===== config.mk =====
export PLATFORM = sky130hd
export DESIGN_NAME = vector_feeder
export DESIGN_NICKNAME = d
export VERILOG_FILES = /design/src/rtl/vector_feeder.sv
export SDC_FILE = /design/constraint.sdc
export NUM_CORES = 1
export LEC_CHECK = 0
export ABC_AREA = 1
export CAP_MARGIN = 20
export CORE_MARGIN = 4
export CORE_UTILIZATION = 64
export DETAILED_ROUTE_END_ITERATION = 12
export PLACE_DENSITY = 0.94
export SYNTH_ARGS = -nofsm -noshare
export SYNTH_HDL_FRONTEND = slang
export SYNTH_SLANG_ARGS = --single-unit

===== constraint.sdc =====
create_clock -name clk_i -period 6.1 [get_ports clk_i]
set_input_delay 1.22 -clock clk_i [delete_from_list [all_inputs] [get_ports clk_i]]
set_output_delay 1.22 -clock clk_i [all_outputs]
set_load 0.03 [all_outputs]

===== src/rtl/vector_feeder.sv =====
// Vector feeder: streams two int8 operand buffers into an external MAC
// and reports each run's dot product as the accumulator difference.
module vector_feeder #(
  parameter int DEPTH   = 16,
  parameter int CAP_DLY = 1,
  parameter int TIMEOUT = 15
) (
  input  logic                     clk_i,
  input  logic                     rst_i,
  input  logic                     wr_en_i,
  input  logic                     wr_sel_i,
  input  logic [$clog2(DEPTH)-1:0] wr_addr_i,
  input  logic [7:0]               wr_data_i,
  input  logic                     start_i,
  input  logic [$clog2(DEPTH):0]   len_i,
  output logic                     busy_o,
  output logic                     done_o,
  output logic                     error_o,
  output logic [31:0]              result_o,
  output logic                     dsp_enable_o,
  output logic                     dsp_valid_o,
  output logic [7:0]               dsp_input_o,
  output logic [7:0]               dsp_weight_o,
  input  logic [31:0]              dsp_output_i,
  input  logic                     dsp_valid_i
);

  localparam int AW = $clog2(DEPTH);
  localparam int TW = 16;

  typedef enum logic [2:0] {
    IDLE, STREAM, WAIT_V, CAPTURE, DONE
  } state_t;

  state_t        state;
  state_t        state_n;
  logic [AW:0]   len_q;
  logic [AW:0]   len_clip;
  logic [AW-1:0] idx;
  logic [TW-1:0] tmr;
  logic [31:0]   base;
  logic          err;
  logic          last;
  logic          wait_out;
  logic          cap_ok;

  logic [7:0] in_buf [DEPTH];
  logic [7:0] w_buf  [DEPTH];

  logic       busy_d;
  logic       done_d;
  logic       error_d;
  logic       en_d;
  logic       valid_d;
  logic [7:0] in_d;
  logic [7:0] w_d;

  assign len_clip = (len_i > (AW+1)'(DEPTH))
                  ? (AW+1)'(DEPTH) : len_i;
  assign last     = ({1'b0, idx} == len_q - 1'b1);
  assign wait_out = (32'(tmr) + 1 >= TIMEOUT);
  assign cap_ok   = (32'(tmr) + 1 >= CAP_DLY);

  // Buffers are not reset; their contents are don't-care after reset.
  always_ff @(posedge clk_i) begin
    if (wr_en_i && !busy_o) begin
      if (wr_sel_i) w_buf[wr_addr_i]  <= wr_data_i;
      else          in_buf[wr_addr_i] <= wr_data_i;
    end
  end

  always_ff @(posedge clk_i or posedge rst_i) begin
    if (rst_i) state <= IDLE;
    else       state <= state_n;
  end

  always_comb begin
    state_n = state;
    unique case (state)
      IDLE: begin
        if (start_i)
          state_n = (len_clip == '0) ? DONE : STREAM;
      end
      STREAM: begin
        if (last) state_n = WAIT_V;
      end
      WAIT_V: begin
        if (dsp_valid_i)   state_n = CAPTURE;
        else if (wait_out) state_n = DONE;
      end
      CAPTURE: begin
        if (cap_ok) state_n = DONE;
      end
      DONE:    state_n = IDLE;
      default: state_n = IDLE;
    endcase
  end

  // The MAC never clears, so each result is raw minus the last raw.
  always_ff @(posedge clk_i or posedge rst_i) begin
    if (rst_i) begin
      len_q    <= '0;
      idx      <= '0;
      tmr      <= '0;
      err      <= 1'b0;
      base     <= '0;
      result_o <= '0;
    end else begin
      unique case (state)
        IDLE: begin
          if (start_i) begin
            len_q <= len_clip;
            idx   <= '0;
            tmr   <= '0;
            err   <= 1'b0;
            if (len_clip == '0) result_o <= '0;
          end
        end
        STREAM: begin
          idx <= idx + 1'b1;
          tmr <= '0;
        end
        WAIT_V: begin
          tmr <= dsp_valid_i ? '0 : tmr + 1'b1;
          if (!dsp_valid_i && wait_out) err <= 1'b1;
        end
        CAPTURE: begin
          tmr <= tmr + 1'b1;
          if (cap_ok) begin
            result_o <= dsp_output_i - base;
            base     <= dsp_output_i;
          end
        end
        default: begin
        end
      endcase
    end
  end

  always_comb begin
    busy_d  = (state != IDLE) || start_i;
    done_d  = (state == DONE);
    error_d = (state == DONE) && err;
    en_d    = (state == STREAM) || (state == WAIT_V);
    valid_d = (state == STREAM) && last;
    in_d    = '0;
    w_d     = '0;
    if (state == STREAM) begin
      in_d = in_buf[idx];
      w_d  = w_buf[idx];
    end
  end

  always_ff @(posedge clk_i or posedge rst_i) begin
    if (rst_i) begin
      busy_o       <= 1'b0;
      done_o       <= 1'b0;
      error_o      <= 1'b0;
      dsp_enable_o <= 1'b0;
      dsp_valid_o  <= 1'b0;
      dsp_input_o  <= '0;
      dsp_weight_o <= '0;
    end else begin
      busy_o       <= busy_d;
      done_o       <= done_d;
      error_o      <= error_d;
      dsp_enable_o <= en_d;
      dsp_valid_o  <= valid_d;
      dsp_input_o  <= in_d;
      dsp_weight_o <= w_d;
    end
  end

endmodule


==> results.md, run 1 <==
- The count of nets left with antenna violations after detail routing is 0.
- The tightest min-delay check is of the reg2reg type.
- The post-layout minimum cycle time is 3.20 ns.
- The area growth from synthesis to layout is 16.1%.
- The number of hold violations in the final report is 0.
- The number of max-capacitance violations reported is 0.
- The run finished with clean final reports.
- In this run the tool buffered the top-level ports with 107 buffer cells.
- The arrival time at the worst endpoint is 3.59 ns.
- Counting tap cells, the placed design contains a total of 2005 instances.
- The final non-filler cell area is 19600 µm².
- The primary flip-flop cell chosen by synthesis mapping is sky130_fd_sc_hd__edfxtp_1.
- In this run the number of H-tree levels came out at 2.
- The post-CTS setup-driven buffer insertion count is 0.
- Clock latency on the worst-skew pair, taken at its later pin, is 0.55 ns.
- After filler insertion, the fill cell instance count of the layout stands at 1590.
- The core occupancy in the finished layout is 0.753.
- The share of synthesized registers carrying an async set or reset is 0.308.
- The effective utilization at floorplan is 0.649.
- The initial antenna violation count is 1.
- The core region is 26000 µm².
- The worst setup path is launched from a flop.
- The die covers 29000 µm².
- The final hold slack is 0.489 ns.
- The number of iterations in the first detailed-routing pass is 7.
- The worst setup path is captured at a flop.
- The number of nets in the final layout is 1812.
- CTS placed an instance of sky130_fd_sc_hd__clkbuf_16 at the clock tree root.
- The number of clock buffers added by TritonCTS is 37.
- The slowest cell on the critical path is sky130_fd_sc_hd__dfrtp_4.
- TritonCTS built the clock tree.
- The clock-pin transition on the worst setup and hold timing paths is 0.06 ns.
- The type of the worst setup path is reg2reg.
- Summing all placed instances gives a cell area of 18100 µm².
- In this run, post-CTS hold repair placed 0 buffers.
- The synthesized area divided by synthesized cell count is 10.4 µm².
- The max-slew violation count is 0.
- For this design the ratio of total power to cell area is 270 nW/µm².
- For this block, the routed nets add up to 45800 µm of wire.
- The number of antenna diodes in the final layout is 0.
- The floorplan has 59 rows.
- Counting distinct cell types in the post-synthesis netlist gives 42.
- The largest buffer count on any clock path is 3.
- The synthesized instance count is 1626.
- IR analysis of the VDD net gives a maximum drop of 0.000246 V.
- Setup violations remaining at the end of the flow were counted as 0.
- In the final routed layout, each cell accounts on average for 22.0 µm.
- The worst-margin pin slew is 1.14 ns.
- For this run, the register share of the synthesized area comes to 0.625.
- The static power due to leakage is 7.55 nW.
- The x dimension of the die is 170 µm.
- Headroom to the max-slew limit came out at 0.239.
- The remaining global-route overflow is 0.
- After detailed routing, the number of vias per cell comes to 6.43.
- Clock skew on the completed layout was measured at 0.0233 ns.
- For this run, the slowest stage of the critical path takes 0.64 ns.
- Summing every instance area after synthesis gives 16900 µm².
- For this run, design rule violations remaining after detail routing come to 0.
- The synthesized netlist net count is 1718.
- Once the clock tree was built, the resizer swapped 0 gates to a different size.
- After synthesis the netlist holds a flip-flop and latch count of 370.
- Based on the critical path, the design can be clocked at up to 313 MHz.
- The peak fanout along the critical path is 61.
- The die is 170 µm tall.
- In this run, synthesis inferred 256 flip-flops with an integrated enable.
- The dominant cell type by count on the critical path is sky130_fd_sc_hd__buf_4.
- The I/O pin count is 108.
- For the worst setup path, the data required time is 6.49 ns.
- The final weighted congestion in routability-driven placement is 0.961.
- The global-route usage over all layers is 0.311.
- The maximum number of pins on one net before global-route repair is 100.
- Setup repair after global routing left no endpoint under its margin.
- The number of clock sinks is 370.
- The first-pass GRT wire length is 71400 µm.
- The half-perimeter wire length after placement is 28000 µm.
- For this block, the initial DRC count from the detailed router was 2123.
- The count of cells in the finished layout, fillers not included, comes to 2083.
- The sum of negative setup slack is 0 ns.
- The period utilization is 0.525.
- Across all layers, the routed design uses 13.4k vias.
- The fraction of layout cells with a size suffix above 1 is 0.0601.
- The number of warning messages in the yosys log is 0.
- The critical path goes through clkinv_2 > buf_4 > buf_4 > nor2_1 > o221ai_1 > o211ai_1 > a21oi_1.
- The number of global-route vias before repair was 13.2k.
[worst max-delay path: cells and delay by family, from the launching register on]
family | cells | cell delay (ns)
simple gates | 1 | 0.06
flops | 1 | 0.64
compound gates | 3 | 0.78
buf+inv | 3 | 1.55
[flip-flops by register name (all words and copies together) (netlist names)]
signal        count
dsp_enable_o      1
w_buf           128
len_q             5
busy_o            1
dsp_weight_o      8
tmr              16
state             3
dsp_input_o       8
result_o         32
dsp_valid_o       1
base             32
idx               4
error_o           1
err               1
in_buf          128
done_o            1
[power breakdown]
group	internal, mW	switching, mW	total [mW]
Combinational	0.0814	0.131	0.212
Clock	1.38	0.974	2.36
Sequential	2.70	0.00771	2.71
[Yosys cell counts (5+ instances only)]
master / n / area, µm²
sky130_fd_sc_hd__a21o_1: 5 / 37.5
sky130_fd_sc_hd__a21oi_1: 55 / 275
sky130_fd_sc_hd__a31oi_1: 5 / 31.3
sky130_fd_sc_hd__buf_6: 5 / 56.3
sky130_fd_sc_hd__clkbuf_1: 57 / 214
sky130_fd_sc_hd__dfrtp_1: 114 / 2850
sky130_fd_sc_hd__edfxtp_1: 256 / 7690
sky130_fd_sc_hd__ha_1: 36 / 450
sky130_fd_sc_hd__inv_1: 111 / 417
sky130_fd_sc_hd__nand2_1: 249 / 935
sky130_fd_sc_hd__nand3_1: 61 / 305
sky130_fd_sc_hd__nand4_1: 20 / 125
sky130_fd_sc_hd__nor2_1: 244 / 916
sky130_fd_sc_hd__nor3_1: 12 / 60.1
sky130_fd_sc_hd__o211ai_1: 22 / 165
sky130_fd_sc_hd__o21ai_0: 190 / 951
sky130_fd_sc_hd__o21ai_1: 22 / 110
sky130_fd_sc_hd__o21ai_2: 14 / 123
sky130_fd_sc_hd__o221ai_1: 44 / 385
sky130_fd_sc_hd__o22ai_1: 35 / 219
sky130_fd_sc_hd__xnor2_1: 21 / 184
sky130_fd_sc_hd__xor2_1: 10 / 87.6
[cells in the final DEF (no fill, tap or decap), types with 5 or more instances in the layout]
master / netlist / final
sky130_fd_sc_hd__o22ai_1: 35 / 35
sky130_fd_sc_hd__nand2_1: 249 / 249
sky130_fd_sc_hd__o211ai_1: 22 / 22
sky130_fd_sc_hd__o21ai_2: 14 / 14
sky130_fd_sc_hd__ha_1: 36 / 36
sky130_fd_sc_hd__clkinv_2: 0 / 6
sky130_fd_sc_hd__inv_1: 111 / 109
sky130_fd_sc_hd__a21oi_1: 55 / 55
sky130_fd_sc_hd__nor3_1: 12 / 12
sky130_fd_sc_hd__xnor2_1: 21 / 21
sky130_fd_sc_hd__nand4_1: 20 / 20
sky130_fd_sc_hd__edfxtp_1: 256 / 256
sky130_fd_sc_hd__nand3_1: 61 / 61
sky130_fd_sc_hd__o21ai_1: 22 / 22
sky130_fd_sc_hd__clkdlybuf4s50_1: 0 / 107
sky130_fd_sc_hd__nor2_1: 244 / 244
sky130_fd_sc_hd__clkbuf_16: 0 / 43
sky130_fd_sc_hd__buf_4: 3 / 9
sky130_fd_sc_hd__o21ai_0: 190 / 190
sky130_fd_sc_hd__a21o_1: 5 / 5
sky130_fd_sc_hd__a31oi_1: 5 / 5
sky130_fd_sc_hd__clkbuf_1: 57 / 10
sky130_fd_sc_hd__xor2_1: 10 / 10
sky130_fd_sc_hd__o221ai_1: 44 / 44
sky130_fd_sc_hd__dfrtp_1: 114 / 112
sky130_fd_sc_hd__clkbuf_8: 0 / 5
sky130_fd_sc_hd__buf_8: 0 / 5
[path summary, 6_finish.rpt]
path                                                from                        end  slack [ns]  cells past startpoint
worst max-delay path                  idx[0]$_DFFE_PP0P_  dsp_weight_o[7]$_DFF_PP0_        2.90                      7
worst min-delay path            result_o[23]$_DFFE_PP0P_   result_o[23]$_DFFE_PP0P_        0.49                      2
worst max register to register        idx[0]$_DFFE_PP0P_  dsp_weight_o[7]$_DFF_PP0_        2.90                      7
worst min register to register  result_o[23]$_DFFE_PP0P_   result_o[23]$_DFFE_PP0P_        0.49                      2
max in group asynchronous                          rst_i   result_o[13]$_DFFE_PP0P_        3.71                      3
min in group asynchronous                          rst_i    result_o[3]$_DFFE_PP0P_        1.27                      2
[layer usage]
metal	track usage	up-vias	part of all wire
li1	-	5926	-
met3	0.0564	182	0.10
met2	0.521	930	0.49
met5	0	-	0.00015
met4	0.113	2	0.038
met1	0.413	6356	0.37
[kinds of logic (layout without fill, tap and decap cells)]
family	count (synthesis)	count (layout)	share of synthesized area
buf+inv	186	308	0.0445
xor+xnor	31	31	0.0161
compound gates	399	399	0.139
fa+ha+maj	37	37	0.0279
flops	370	370	0.625
simple gates	603	603	0.147
[per-stage QoR]
stage / power (mW) / setup WS [ns]
global route: 5.40 / 2.81
global placement: 2.95 / 2.61
CTS: 5.26 / 2.84
floorplan: 2.84 / 1.86
finish: 5.28 / 2.90
detailed placement: 2.96 / 2.54
[cell type report]
class / instances / area [µm²] / share of cell area
flip-flops and latches: 370 / 10500 / 0.539
clock buffers: 56 / 1130 / 0.0579
inverters: 115 / 435 / 0.0223
clock inverters: 11 / 131 / 0.00671
well taps: 335 / 419 / 0.0214
multi-input cells: 1070 / 5570 / 0.284
repair buffers: 126 / 1340 / 0.0684
No activity file was read; power rests on OpenSTA's default activity.
==> run 2: changes to the inputs <==
Settings changed: CORE_UTILIZATION 64 to 54, PLACE_DENSITY 0.94 to 0.86.
Clock period 6.1 ns to 2.9 ns, I/O delays scaled along.
==> run 2 against run 1 <==
  * Setup slack worse by 2.6 ns
  * Register-to-register slack got worse by 2.6 ns
  * Die area up 18%
  * Sequential power rose by 110%
  * Largest power group unchanged
  * Combinational power up 110%
  * Via count shrank 1.7%
  * Cell area grew 2.3%
  * Critical endpoint is now result_o[21]$_DFFE_PP0P_
  * Hold slack got worse by 0.0077 ns
  * Clock power up 120%
  * Clock skew increased by 0.0097 ns
  * Flip-flop and latch count unchanged
==> results.md, run 2 (synthesis gave the netlist of run 1 again) <==
- In this run, post-CTS hold repair placed 0 buffers.
- No sink is reached through more buffers than the 3 on the longest clock path.
- STA puts the critical path data required time at 3.36 ns.
- The routed metal-1 wire length is 16900 µm.
- The power per standard cell area is 562 nW/µm².
- The number of stages on the worst hold path is 2.
- TritonCTS built the clock tree.
- The number of hold violations in the final report came to 0.
- Setup repair after global routing left no endpoint under its margin.
- In the routed layout, each cell is associated on average with a via count of 6.01.
- The x dimension of the die is 185 µm.
- In the detailed route, the total length drawn on met2 is 21000 µm.
- The number of inserted diodes is 0.
- The floorplan step set the die height to 185 µm.
- In the final routed layout, each cell accounts on average for 19.8 µm.
- CTS placed an instance of sky130_fd_sc_hd__clkbuf_16 at the clock tree root.
- The routed design has 43300 µm of wire.
- The count of final setup violators is 0.
- For this run, the top clock speed supported by timing is 385 MHz.
- The highest cell delay on the worst timing path is 0.48 ns.
- The slowest cell on the critical path is sky130_fd_sc_hd__dfrtp_1.
- Along the worst path, the maximum fanout reaches 17.
- The period utilization is 0.895.
- The core region is 30700 µm².
- The end of the worst register-to-register path is result_o[21]$_DFFE_PP0P_.
- The worst clock skew is 0.0330 ns.
- The overall power after layout is 11.2 mW.
- Across all setup checks in the final design, the least slack found is 0.303 ns.
- The top layer used by detailed routing is met4.
- Clock-pin slew was measured on the worst setup and hold paths at 0.06 ns.
- The number of clock sinks is 370.
- Relative to the synthesized area, the layout overhead comes to 18.7%.
- The number of cell instances on the worst register-to-register path is 14.
- The type of the worst setup path is reg2reg.
- The count of unresolved DRC violations after routing is 0.
- The fraction of layout cells with a size suffix above 1 is 0.0846.
- The number of placement rows is 64.
- The startpoint of the most critical hold path is result_o[1]$_DFFE_PP0P_.
- The number of global-route vias before repair is 12.8k.
- The flow ran to the end, and the final reports show no timing, DRC or antenna violations.
- The count of nets left with antenna violations after detail routing is 0.
- The total number of vias is 13.2k.
- The arrival time at the worst endpoint is 3.05 ns.
- The first global-routing pass estimated 67200 µm of wire.
- The worst min-delay path endpoint is result_o[1]$_DFFE_PP0P_.
- The critical path goes through ha_1 > nand2_2 > nor2_4 > nand3_1 > nand2_1 > nand3_1 > nor2_2 > nand2_1 > nor2_1 > nand3_1 > nand3_2 > buf_12 > nand2_1 > o21ai_0.
- The post-layout minimum cycle time is 2.60 ns.
- The final weighted congestion in routability-driven placement is 0.941.
- In the final layout, the registers with the most flip-flops are in_buf x128, w_buf x128.
- The clock buffer count from CTS is 38.
- The global-route usage over all layers is 0.247.
- The remaining global-route overflow is 0.
- The number of max-capacitance violations reported is 0.
- The number of iterations in the first detailed-routing pass is 6.
- The top cell types in the final layout, fill and taps aside, are 256 x sky130_fd_sc_hd__edfxtp_1, 249 x sky130_fd_sc_hd__nand2_1, 244 x sky130_fd_sc_hd__nor2_1, 190 x sky130_fd_sc_hd__o21ai_0, 112 x sky130_fd_sc_hd__dfrtp_1.
- The max-slew violation count is 0.
- The worst hold path class is reg2reg.
- The initial utilization of the core area, before any placement, comes to 0.550.
- The initial antenna violation count was 0.
- In this run the critical register-to-register path is launched from tmr[0]$_DFFE_PP0P_.
- The worst pin sits at a relative slew slack of 0.490.
- The routed design uses 4090 µm of met3 wire.
- The first-iteration detailed-routing DRC count is 1522.
- During placement, the flow inserted port buffers numbering 107.
- The number of nets in the final layout is 1859.
- The post-CTS setup-driven buffer insertion count is 0.
- At the later pin of the worst-skew pair, clock insertion delay measures 0.55 ns.
- In this run the count of I/O pins placed on the die edge is 108.
- The full die area is 34100 µm².
- Across all register-to-register paths, the minimum setup slack is 0.30 ns.
- The worst-case IR drop observed on VDD is 0.000530 V.
- The worst setup path is launched from a flop.
- The analysis attributes to cell leakage a power of 7.78 nW.
- The post-placement setup slack is -0.0426 ns.
- Leaving out fill and tap cells, the most frequent cell in the layout is sky130_fd_sc_hd__edfxtp_1.
- The worst-margin pin slew is 0.757 ns.
- The H-tree was split into 2 levels.
- The wire-length estimate of the detail-placed layout is 27900 µm.
- The endpoint type of the worst setup path is a flop.
- The maximum number of pins on one net before global-route repair is 134.
[run 2: cell type report]
cell class,count,area (µm²)
Clock inverter,23,334
Timing Repair Buffer,172,1640
Sequential cell,370,10500
Fill cell,2258,10700
Inverter,115,437
Clock buffer,47,995
Multi-Input combinational cell,1070,5570
Tap cell,396,495
[run 2: through the flow]
stage,std cells,utilization,setup TNS [ns],cell area (µm²),hold WS (ns)
after floorplan,1626,-,0,16900,0.457
after global placement,2122,0.609,0,18700,0.457
after detailed placement,2122,0.609,-0.0426,18700,0.470
after CTS,2192,0.652,0,20000,0.485
after global routing,2193,0.652,0,20000,0.499
final,2193,0.652,0,20000,0.481
[run 2: repair_timing]
action,CTS,global route
hold endpoints to repair,0,0
endpoints found under the setup margin,0,11
gates resized for setup,0,1
[run 2: critical path, delay by kind of cell, from the launching register on]
family                   cells  cell delay [ns]
AO/OA/AOI/OAI                1             0.07
adder cells (fa/ha/maj)      1             0.24
buffers and inverters        1             0.20
AND/OR/NAND/NOR             11             1.54
flip-flops                   1             0.48
[run 2: how the worst max path moves through the flow]
stage                            start                  endpoint  slack, ns  cells past startpoint
global route        tmr[0]$_DFFE_PP0P_  result_o[14]$_DFFE_PP0P_       0.03                     14
finish              tmr[0]$_DFFE_PP0P_  result_o[21]$_DFFE_PP0P_       0.30                     14
CTS                 tmr[0]$_DFFE_PP0P_       base[5]$_DFFE_PP0P_       0.17                     14
global placement       dsp_output_i[2]  result_o[21]$_DFFE_PP0P_       0.04                      9
floorplan              dsp_output_i[0]  result_o[22]$_DFFE_PP0P_       0.65                     13
detailed placement     dsp_output_i[2]  result_o[21]$_DFFE_PP0P_      -0.04                      9
[run 2: per-layer routing]
layer	global-route usage	up-vias
li1	-	6028
met1	0.335	6326
met2	0.412	716
met3	0.0367	104
met4	0.0860	0
met5	0	-
[run 2: where the power goes]
part	internal [mW]	switching, mW	total, mW
Sequential	5.68	0.0144	5.70
Clock	3.03	2.09	5.12
Combinational	0.166	0.269	0.435
